--- src/rtl/aes50_rmii_rx_framer.sv ---
// rtl/aes50_rmii_rx_framer.sv - RMII receive framer: preamble strip, byte assembly, length/FCS check, counters
// Emits one byte per completed dibit quad, delayed by one byte so the last byte can carry eof status.
module aes50_rmii_rx_framer #(
   parameter int MAX_BYTES = 1536,
   parameter int MIN_BYTES = 64
) (
   input  logic        clk,
   input  logic        reset,
   input  logic [2:0]  rmii_q,
   output logic [7:0]  rx_data,
   output logic        rx_valid,
   output logic        rx_sof,
   output logic        rx_eof,
   output logic        rx_crc_ok,
   output logic        rx_err,
   output logic [10:0] rx_len,
   output logic [15:0] frame_cnt,
   output logic [15:0] err_cnt
);

   localparam logic [31:0] CRC_INIT    = 32'hFFFF_FFFF;
   localparam logic [31:0] CRC_POLY    = 32'hEDB8_8320;
   localparam logic [31:0] CRC_RESIDUE = 32'hDEBB_20E3;
   localparam logic [10:0] LEN_MAX     = 11'(MAX_BYTES);
   localparam logic [10:0] LEN_MIN     = 11'(MIN_BYTES);

   typedef enum logic [1:0] {IDLE, PRE, DATA, DROP} state_t;

   state_t      state, state_nxt;
   logic [2:0]  s1, s1_prev;
   logic        armed;
   logic [1:0]  dibit_cnt;
   logic [7:0]  shift_reg;
   logic [7:0]  pend_data;
   logic        pend_valid, pend_sof;
   logic [10:0] len;
   logic [31:0] crc;
   logic [1:0]  since_emit;
   logic        fl_valid, fl_crc_ok, fl_err;
   logic [10:0] fl_len;

   logic        crs, crs_prev, carrier_end;
   logic [1:0]  dibit;
   logic [7:0]  byte_new;
   logic        byte_done, overflow, end_req, crc_ok_now, end_err, emit_ok;
   logic        eof_direct, eof_flush, eof_fire, eof_crc, eof_err;
   logic [10:0] eof_len;

   function automatic logic [31:0] crc32_byte(input logic [31:0] c, input logic [7:0] d);
      logic [31:0] r;
      r = c ^ {24'd0, d};
      for (int i = 0; i < 8; i++)
         r = r[0] ? ((r >> 1) ^ CRC_POLY) : (r >> 1);
      return r;
   endfunction

   function automatic logic [15:0] sat_inc(input logic [15:0] c);
      return (c == 16'hFFFF) ? c : c + 16'd1;
   endfunction

   // The dibit under decision is s1_prev; s1 is the one-cycle lookahead that
   // makes a low crs_dv followed by a high one count as data.
   assign crs         = s1[2];
   assign crs_prev    = s1_prev[2];
   assign dibit       = s1_prev[1:0];
   assign carrier_end = !crs && !crs_prev;
   assign byte_new    = {dibit, shift_reg[7:2]};
   assign byte_done   = (state == DATA) && !carrier_end && (dibit_cnt == 2'd3);
   assign overflow    = byte_done && (len == LEN_MAX);
   assign end_req     = (state == DATA) && carrier_end && pend_valid;
   assign crc_ok_now  = (crc == CRC_RESIDUE);
   assign end_err     = !crc_ok_now || (dibit_cnt != 2'd0) || (len < LEN_MIN);
   assign emit_ok     = (since_emit == 2'd3);

   // The final byte waits until four cycles have passed since the previous one.
   assign eof_direct = end_req && emit_ok;
   assign eof_flush  = !end_req && fl_valid && emit_ok;
   assign eof_fire   = eof_direct || eof_flush;
   assign eof_crc    = eof_direct ? crc_ok_now : fl_crc_ok;
   assign eof_err    = eof_direct ? end_err : fl_err;
   assign eof_len    = eof_direct ? len : fl_len;

   always_ff @(posedge clk or posedge reset) begin
      if (reset) state <= IDLE;
      else       state <= state_nxt;
   end

   always_comb begin
      state_nxt = state;
      case (state)
         IDLE: if (armed && crs_prev && dibit == 2'b01) state_nxt = PRE;
         PRE: begin
            if (carrier_end)           state_nxt = IDLE;
            else if (dibit == 2'b11)   state_nxt = DATA;
            else if (dibit != 2'b01)   state_nxt = DROP;
         end
         DATA: begin
            if (carrier_end)   state_nxt = IDLE;
            else if (overflow) state_nxt = DROP;
         end
         DROP: if (carrier_end) state_nxt = IDLE;
         default: state_nxt = IDLE;
      endcase
   end

   always_ff @(posedge clk or posedge reset) begin
      if (reset) begin
         s1         <= '0;
         s1_prev    <= '0;
         armed      <= 1'b0;
         dibit_cnt  <= '0;
         shift_reg  <= '0;
         pend_data  <= '0;
         pend_valid <= 1'b0;
         pend_sof   <= 1'b0;
         len        <= '0;
         crc        <= CRC_INIT;
         since_emit <= 2'd3;
         fl_valid   <= 1'b0;
         fl_crc_ok  <= 1'b0;
         fl_err     <= 1'b0;
         fl_len     <= '0;
         rx_data    <= '0;
         rx_valid   <= 1'b0;
         rx_sof     <= 1'b0;
         rx_eof     <= 1'b0;
         rx_crc_ok  <= 1'b0;
         rx_err     <= 1'b0;
         rx_len     <= '0;
         frame_cnt  <= '0;
         err_cnt    <= '0;
      end else begin
         s1        <= rmii_q;
         s1_prev   <= s1;
         rx_valid  <= 1'b0;
         rx_sof    <= 1'b0;
         rx_eof    <= 1'b0;
         rx_crc_ok <= 1'b0;
         rx_err    <= 1'b0;
         rx_len    <= '0;
         if (!emit_ok) since_emit <= since_emit + 2'd1;

         if (state == IDLE && state_nxt == PRE) armed <= 1'b0;
         else if (carrier_end)                  armed <= 1'b1;

         if (state == PRE && state_nxt == DATA) begin
            dibit_cnt  <= '0;
            len        <= '0;
            crc        <= CRC_INIT;
            pend_valid <= 1'b0;
         end

         if (state == DATA && !carrier_end) begin
            shift_reg <= byte_new;
            dibit_cnt <= dibit_cnt + 2'd1;
         end

         if (byte_done) begin
            if (pend_valid) begin
               rx_valid   <= 1'b1;
               rx_data    <= pend_data;
               rx_sof     <= pend_sof;
               since_emit <= '0;
            end
            if (overflow) begin
               rx_eof     <= 1'b1;
               rx_err     <= 1'b1;
               rx_crc_ok  <= crc_ok_now;
               rx_len     <= LEN_MAX;
               pend_valid <= 1'b0;
               len        <= LEN_MAX + 11'd1;
               frame_cnt  <= sat_inc(frame_cnt);
               err_cnt    <= sat_inc(err_cnt);
            end else begin
               pend_data  <= byte_new;
               pend_sof   <= (len == 11'd0);
               pend_valid <= 1'b1;
               len        <= len + 11'd1;
               crc        <= crc32_byte(crc, byte_new);
            end
         end

         if (state == DATA && carrier_end) pend_valid <= 1'b0;

         if (eof_fire) begin
            rx_valid   <= 1'b1;
            rx_data    <= pend_data;
            rx_sof     <= pend_sof;
            rx_eof     <= 1'b1;
            rx_crc_ok  <= eof_crc;
            rx_err     <= eof_err;
            rx_len     <= eof_len;
            since_emit <= '0;
            fl_valid   <= 1'b0;
            frame_cnt  <= sat_inc(frame_cnt);
            if (eof_err) err_cnt <= sat_inc(err_cnt);
         end else if (end_req) begin
            fl_valid  <= 1'b1;
            fl_crc_ok <= crc_ok_now;
            fl_err    <= end_err;
            fl_len    <= len;
         end
      end
   end

endmodule

--- config.mk ---
export PLATFORM = sky130hd
export DESIGN_NAME = aes50_rmii_rx_framer
export DESIGN_NICKNAME = d
export VERILOG_FILES = /design/src/rtl/aes50_rmii_rx_framer.sv
export SDC_FILE = /design/constraint.sdc
export NUM_CORES = 1
export LEC_CHECK = 0
export CAP_MARGIN = 5
export CORE_MARGIN = 4
export CORE_UTILIZATION = 45
export CTS_BUF_LIST = sky130_fd_sc_hd__clkbuf_8
export CTS_CLUSTER_DIAMETER = 60
export DETAILED_ROUTE_END_ITERATION = 8
export PLACE_DENSITY = 0.66
export SETUP_SLACK_MARGIN = 0.05
export SYNTH_ARGS = -nofsm -noshare
export SYNTH_HDL_FRONTEND = slang
export SYNTH_SLANG_ARGS = --single-unit
--- constraint.sdc ---
create_clock -name clk -period 6.6 [get_ports clk]
set_input_delay 1.65 -clock clk [delete_from_list [all_inputs] [get_ports clk]]
set_output_delay 1.65 -clock clk [all_outputs]
set_load 0.01 [all_outputs]
==> results of run 1 <==
==> cell type report <==
type                       count  area share
inverter                      10     0.00547
timing repair buffer          65      0.0821
clock inverter                13      0.0127
tap                          184      0.0296
clock buffer                  19      0.0337
multi-input combinational    449       0.374
sequential                   142       0.463
==> per-layer routing <==
layer | wire, um | vias up
met5 | 0 | -
met4 | 197 | 0
met3 | 562 | 19
met2 | 7060 | 114
met1 | 6240 | 2359
li1 | - | 2282
==> worst paths after layout <==
check	to	from	cells after the start	slack (ns)
min in group asynchronous	frame_cnt[14]$_DFFE_PP0P_	reset	2	1.73
worst min register to register	s1_prev[0]$_DFF_PP0_	s1[0]$_DFF_PP0_	0	0.35
worst max register to register	len[6]$_DFFE_PP0P_	len[0]$_DFFE_PP0P_	9	3.46
worst max-delay path	frame_cnt[2]	frame_cnt[2]$_DFFE_PP0P_	1	3.44
max in group asynchronous	rx_len[8]$_DFF_PP0_	reset	3	3.74
worst min-delay path	s1_prev[0]$_DFF_PP0_	s1[0]$_DFF_PP0_	0	0.35
==> cell usage after synthesis (2+ instances only) <==
library cell and number:
and4_1 3, mux2_2 23, dfrtp_1 108, o21ai_0 37, a22o_1 2, and3_1 14
clkbuf_1 23, a21oi_1 40, dfstp_2 34, or2_2 2, or3_4 2, nand2b_1 3
xnor2_1 59, nor3_1 36, o41ai_1 2, or4bb_1 2, buf_1 3, nand4b_1 3
xor2_1 35, nand2_1 87, and2_1 4, nor2_1 24, nand4_1 8, inv_1 10
ha_1 6, or3_1 2, nor4_1 3, a31oi_1 5, nand3_1 23
==> metrics by stage <==
stage               utilization  hold WS (ns)  instances  total power, mW
CTS                       0.537         0.352        882             3.51
floorplan                     -         0.331        628             2.49
detailed placement        0.512         0.335        850             2.86
global route              0.537         0.362        882             3.73
finish                    0.537         0.353        882             3.48
global placement          0.512         0.342        850             2.83
==> power by group <==
| group | switching, mW | internal [mW] |
|---|---|---|
| clock | 0.316 | 0.311 |
| sequential | 0.167 | 1.11 |
| combinational | 0.859 | 0.714 |
==> cells by family (layout without fill, tap and decap cells) <==
logic type	Yosys count	count (layout)	share of synthesized area
XOR/XNOR	94	94	0.124
AO/OA/AOI/OAI	98	98	0.0871
AND/OR/NAND/NOR	228	228	0.175
multiplexers	23	23	0.0390
flip-flops	142	142	0.542
adder cells (fa/ha/maj)	6	6	0.0113
buffers and inverters	37	107	0.0221
==> results_dict.tcl, run 1 <==
set metrics [dict create \
    crit_fanout 6 \
    area_delta_synth_final_pct 17.1 \
    period_share 0.479 \
    chipWidth_um 129 \
    max_freq_mhz 316 \
    leakage_nw 3.38 \
    end_kind "output port" \
    period_needed_ns 3.16 \
    status "completed" \
    syn_inst 628 \
    cp_cell_sequence "clkdlybuf4s50_1" \
    biggestRegsByFlops "crc: 32 flops, err_cnt: 16 flops, frame_cnt: 16 flops" \
    largest_register_ffs 32 \
    stdcell_area_um2 7770 \
    critPathMaxStageDelay_ns 0.59 \
    dr.pass1.iters 5 \
    ys_warn_count 0 \
    num_vias 4774 \
    preCtsSetupSlack_ns 3.15 \
    final_antenna_net_count 0 \
    grt_use_met3 0.0453 \
    yosysSeqAreaShare 0.542 \
    num_rows 44 \
    grt_max_degree 96 \
    die_h_um 129 \
    finalWeightedCongestion 0.815 \
    final_max_slew_viol_count 0 \
    relSlewSlack 0.332 \
    fin_ws_ns 3.44 \
    htreeDepth 4 \
    overflow 0 \
    viasPerCell 5.41 \
    crit_buf_inv 1 \
    multi_input_area_um2 2900 \
    p_per_area_nw_per_um2 448 \
    grt_pass1_wl_um 23800 \
    hold_viol 0 \
    antenna_found_initial 0 \
    diodes 0 \
    worstSetupPathType "reg -> out" \
    start_util 0.459 \
    clkLatencyLatePin_ns 0.43 \
    drt_wl_total_um 14100 \
    ys.flop_type "dfrtp_1" \
    synth_edf_count 0 \
    fin_nets 696 \
    postCtsHoldBufs 0 \
    core_area_um2 14500 \
    cts_buffers 17 \
    clock-sinks 142 \
    synth_top_cell_area_share 0.407 \
    cts_root_buf "clkbuf_8" \
    fin_setup_tns_ns 0 \
    setup_viol_count_final 0 \
    die_area_um2 16800 \
    syn-cell-area_um2 6640 \
    post_cts_resize_count 0 \
    worstMarginPinSlew_ns 0.995 \
    synth_top_area_cell "dfrtp_1" \
    clockBufferDepth 2 \
    ys_seq_elements 142 \
    grt_setup_unrepaired "false" \
    crit_family "buffers and inverters" \
    skew_ns 0.0129 \
    synth.distinct_cells 54 \
    final-seq-area_um2 3600 \
    drtIter0Drc 384 \
    top_register "crc" \
    vdd_drop_max_mv 0.399 \
    syn_nets 639 \
    grt_usage 0.177 \
    wl_per_cell_um 15.9 \
    ios 61 \
    dp_hpwl_um 9640 \
    final_common_cell "dfrtp_1" \
    synth.avg_cell_area_um2 10.6 \
    cap_violations 0 \
    placed_area_um2 7410 \
    drc 0 \
    crit_arrival_ns 1.51 \
    hp-class "reg -> reg" \
    numPortBuffers 60 \
    required_ns 4.95 \
    grt.busiest_layer "met2" \
    drive_gt1_frac 0.152 \
    worst_path_max_delay_cell "clkdlybuf4s50_1" \
    synthTopCellsByArea "dfrtp_1 41%, dfstp_2 13%, xnor2_1 7.8%" \
    use_met2 0.292 \
    grtUsageMet1 0.229 \
    final_cell_mix "108 x dfrtp_1, 87 x nand2_1, 60 x clkdlybuf4s50_1" \
    num-fill-cells 1262 \
    async_flop_share 1.00 \
    cts_tree "built" \
    critPathLaunchType "register" \
    post_cts_buffers 0 \
    grt_pass1_vias 4798 \
    clk_pin_slew_ns 0.07 \
]
(Power assumes the default switching activity.)
==> run 2: changes to the inputs <==
- PLACE_DENSITY: 0.66 -> 0.68
- clock period: 6.6 -> 2.6 ns (I/O delays scaled with it)
==> run 2 against run 1 <==
The flow now finishes with violations (setup timing). Count of clock-buffer cells in the layout fell by 2. Worst setup slack got worse by 3.5 ns. Power rose to 2.7 times the previous value. Clock power rose to 2.9 times the previous value. First-iteration DRC count rose by 10%. Worst hold slack got worse by 0.0023 ns. Combinational power rose to 2.7 times the previous value. Sequential power rose to 2.5 times the previous value. Register-to-register slack got worse by 3.5 ns. Critical path depth rose by 8. Global-route usage rose by 0.76 points. Via count rose by 3.0%.
==> results_dict.tcl, run 2 (same netlist as run 1, synthesis figures left out) <==
set metrics [dict create \
    setup_viol_count_final 7 \
    end_kind "register" \
    finalWeightedCongestion 0.876 \
    grt_max_degree 93 \
    wl_per_cell_um 16.0 \
    rrSetupSlack_ns -0.05 \
    grt_pass1_vias 4881 \
    grt_pass1_wl_um 24500 \
    clock-sinks 142 \
    viasPerCell 5.31 \
    hp-class "reg -> reg" \
    core_area_um2 14500 \
    hold_slack_ns 0.351 \
    drc 0 \
    die_area_um2 16800 \
    final_antenna_net_count 0 \
    dr.pass1.iters 4 \
    required_ns 2.94 \
    final_cell_mix "108 x dfrtp_1, 81 x nand2_1, 60 x clkdlybuf4s50_1" \
    biggestRegsByFlops "crc: 32 flops, err_cnt: 16 flops, frame_cnt: 16 flops" \
    worst_path_max_delay_cell "or4b_4" \
    num_vias 4918 \
    whs_endpoint "s1_prev[1]$_DFF_PP0_" \
    num-fill-cells 1140 \
    clkLatencyLatePin_ns 0.46 \
    start_util 0.459 \
    overflow 0 \
    hold_depth 0 \
    reg2reg_depth 9 \
    period_needed_ns 2.65 \
    drt_wl_total_um 14800 \
    max_freq_mhz 377 \
    diodes 0 \
    worstReg2RegEnd "frame_cnt[11]$_DFFE_PP0P_" \
    cts_root_buf "clkbuf_8" \
    final_max_slew_viol_count 0 \
    skew_ns 0.0147 \
    fin_ws_ns -0.0537 \
    crit_arrival_ns 2.99 \
    finish.utilization 0.589 \
    largest_register_ffs 32 \
    worstSetupPathType "reg -> reg" \
    antenna_found_initial 0 \
    hold_viol 0 \
    cap_violations 0 \
    dp_hpwl_um 10000 \
    p_per_area_nw_per_um2 1090 \
    ios 61 \
    cts_tree "built" \
    status "complete, but fails checks" \
    relSlewSlack 0.386 \
    clk_pin_slew_ns 0.08 \
    leakage_nw 3.76 \
    critPathLaunchType "register" \
    fin_nets 740 \
    htreeDepth 4 \
    worstMarginPinSlew_ns 0.914 \
    clockBufferDepth 2 \
    postCtsHoldBufs 0 \
    hold_path.startpoint "s1[1]$_DFF_PP0_" \
    area_delta_synth_final_pct 28.4 \
    cts_buffers 17 \
    final_common_cell "dfrtp_1" \
    grt_usage 0.185 \
    period_share 1.02 \
    drtIter0Drc 424 \
    vdd_drop_max_mv 0.956 \
    top_register "crc" \
    grt_setup_unrepaired "true" \
    r2r_start "len[0]$_DFFE_PP0P_" \
    critPathMaxStageDelay_ns 0.45 \
    cp_cell_sequence "inv_2, ha_4, or4b_4, or3_4, o32a_1, a311oi_4, buf_6, nand4_1, xnor2_1" \
    chipWidth_um 129 \
    drive_gt1_frac 0.255 \
    die_h_um 129 \
    violations "setup timing" \
    num_rows 44 \
    preCtsSetupSlack_ns -0.0878 \
    numPortBuffers 60 \
    crit_fanout 7 \
]
-- run 2: final cells by class --
type / instances / area, um^2 / area share
clock buffers: 17 / 234 / 0.0275
clock inverters: 15 / 173 / 0.0203
inverters: 10 / 41.3 / 0.00484
multi-input cells: 449 / 3190 / 0.374
flip-flops and latches: 142 / 3600 / 0.422
well taps: 184 / 230 / 0.0270
repair buffers: 109 / 1060 / 0.125
-- run 2: timing repair --
item	4_1_cts	5_1_grt
pin swaps	10	13
gates cloned	0	1
setup buffers	8	2
setup endpoints to repair	28	33
gates resized for setup	26	35
-- run 2: worst max path at each step --
stage,start,endpoint,cells past startpoint
finish,len[0]$_DFFE_PP0P_,frame_cnt[11]$_DFFE_PP0P_,9
global route,len[0]$_DFFE_PP0P_,err_cnt[9]$_DFF_PP0_,9
CTS,len[0]$_DFFE_PP0P_,err_cnt[12]$_DFF_PP0_,8
detailed placement,crc[13]$_DFF_PP1_,err_cnt[1]$_DFF_PP0_,7
global placement,crc[13]$_DFF_PP1_,err_cnt[1]$_DFF_PP0_,7
floorplan,len[0]$_DFFE_PP0P_,err_cnt[1]$_DFF_PP0_,8
-- run 2: stage by stage --
stage | instances | setup TNS [ns] | area, um^2 | total power, mW
detailed placement | 883 | -0.958 | 7730 | 7.37
global placement | 883 | -0.523 | 7730 | 7.32
floorplan | 628 | 0 | 6650 | 6.33
global route | 926 | -2.03 | 8520 | 9.96
CTS | 923 | -0.0721 | 8320 | 9.32
finish | 926 | -0.162 | 8520 | 9.31
-- run 2: layer usage --
layer / vias up / part of all wire / global-route usage
met5: - / 0 / 0
met3: 21 / 0.038 / 0.0375
li1: 2374 / - / -
met4: 0 / 0.018 / 0.0721
met1: 2430 / 0.43 / 0.239
met2: 93 / 0.51 / 0.306
-- run 2: power breakdown --
part	leakage (nW)	internal [mW]	switching (mW)	total [mW]
logic	1.73	2.04	2.24	4.28
registers	1.82	2.82	0.411	3.23
clock network	0.207	0.944	0.845	1.79
-- run 2: critical path: cells and delay by family (launching register included) --
kind	cells	cell delay [ns]
AND/OR/NAND/NOR	3	0.95
AO/OA/AOI/OAI	2	0.63
flip-flops	1	0.39
buffers and inverters	2	0.28
XOR/XNOR	1	0.15
adder cells (fa/ha/maj)	1	0.13
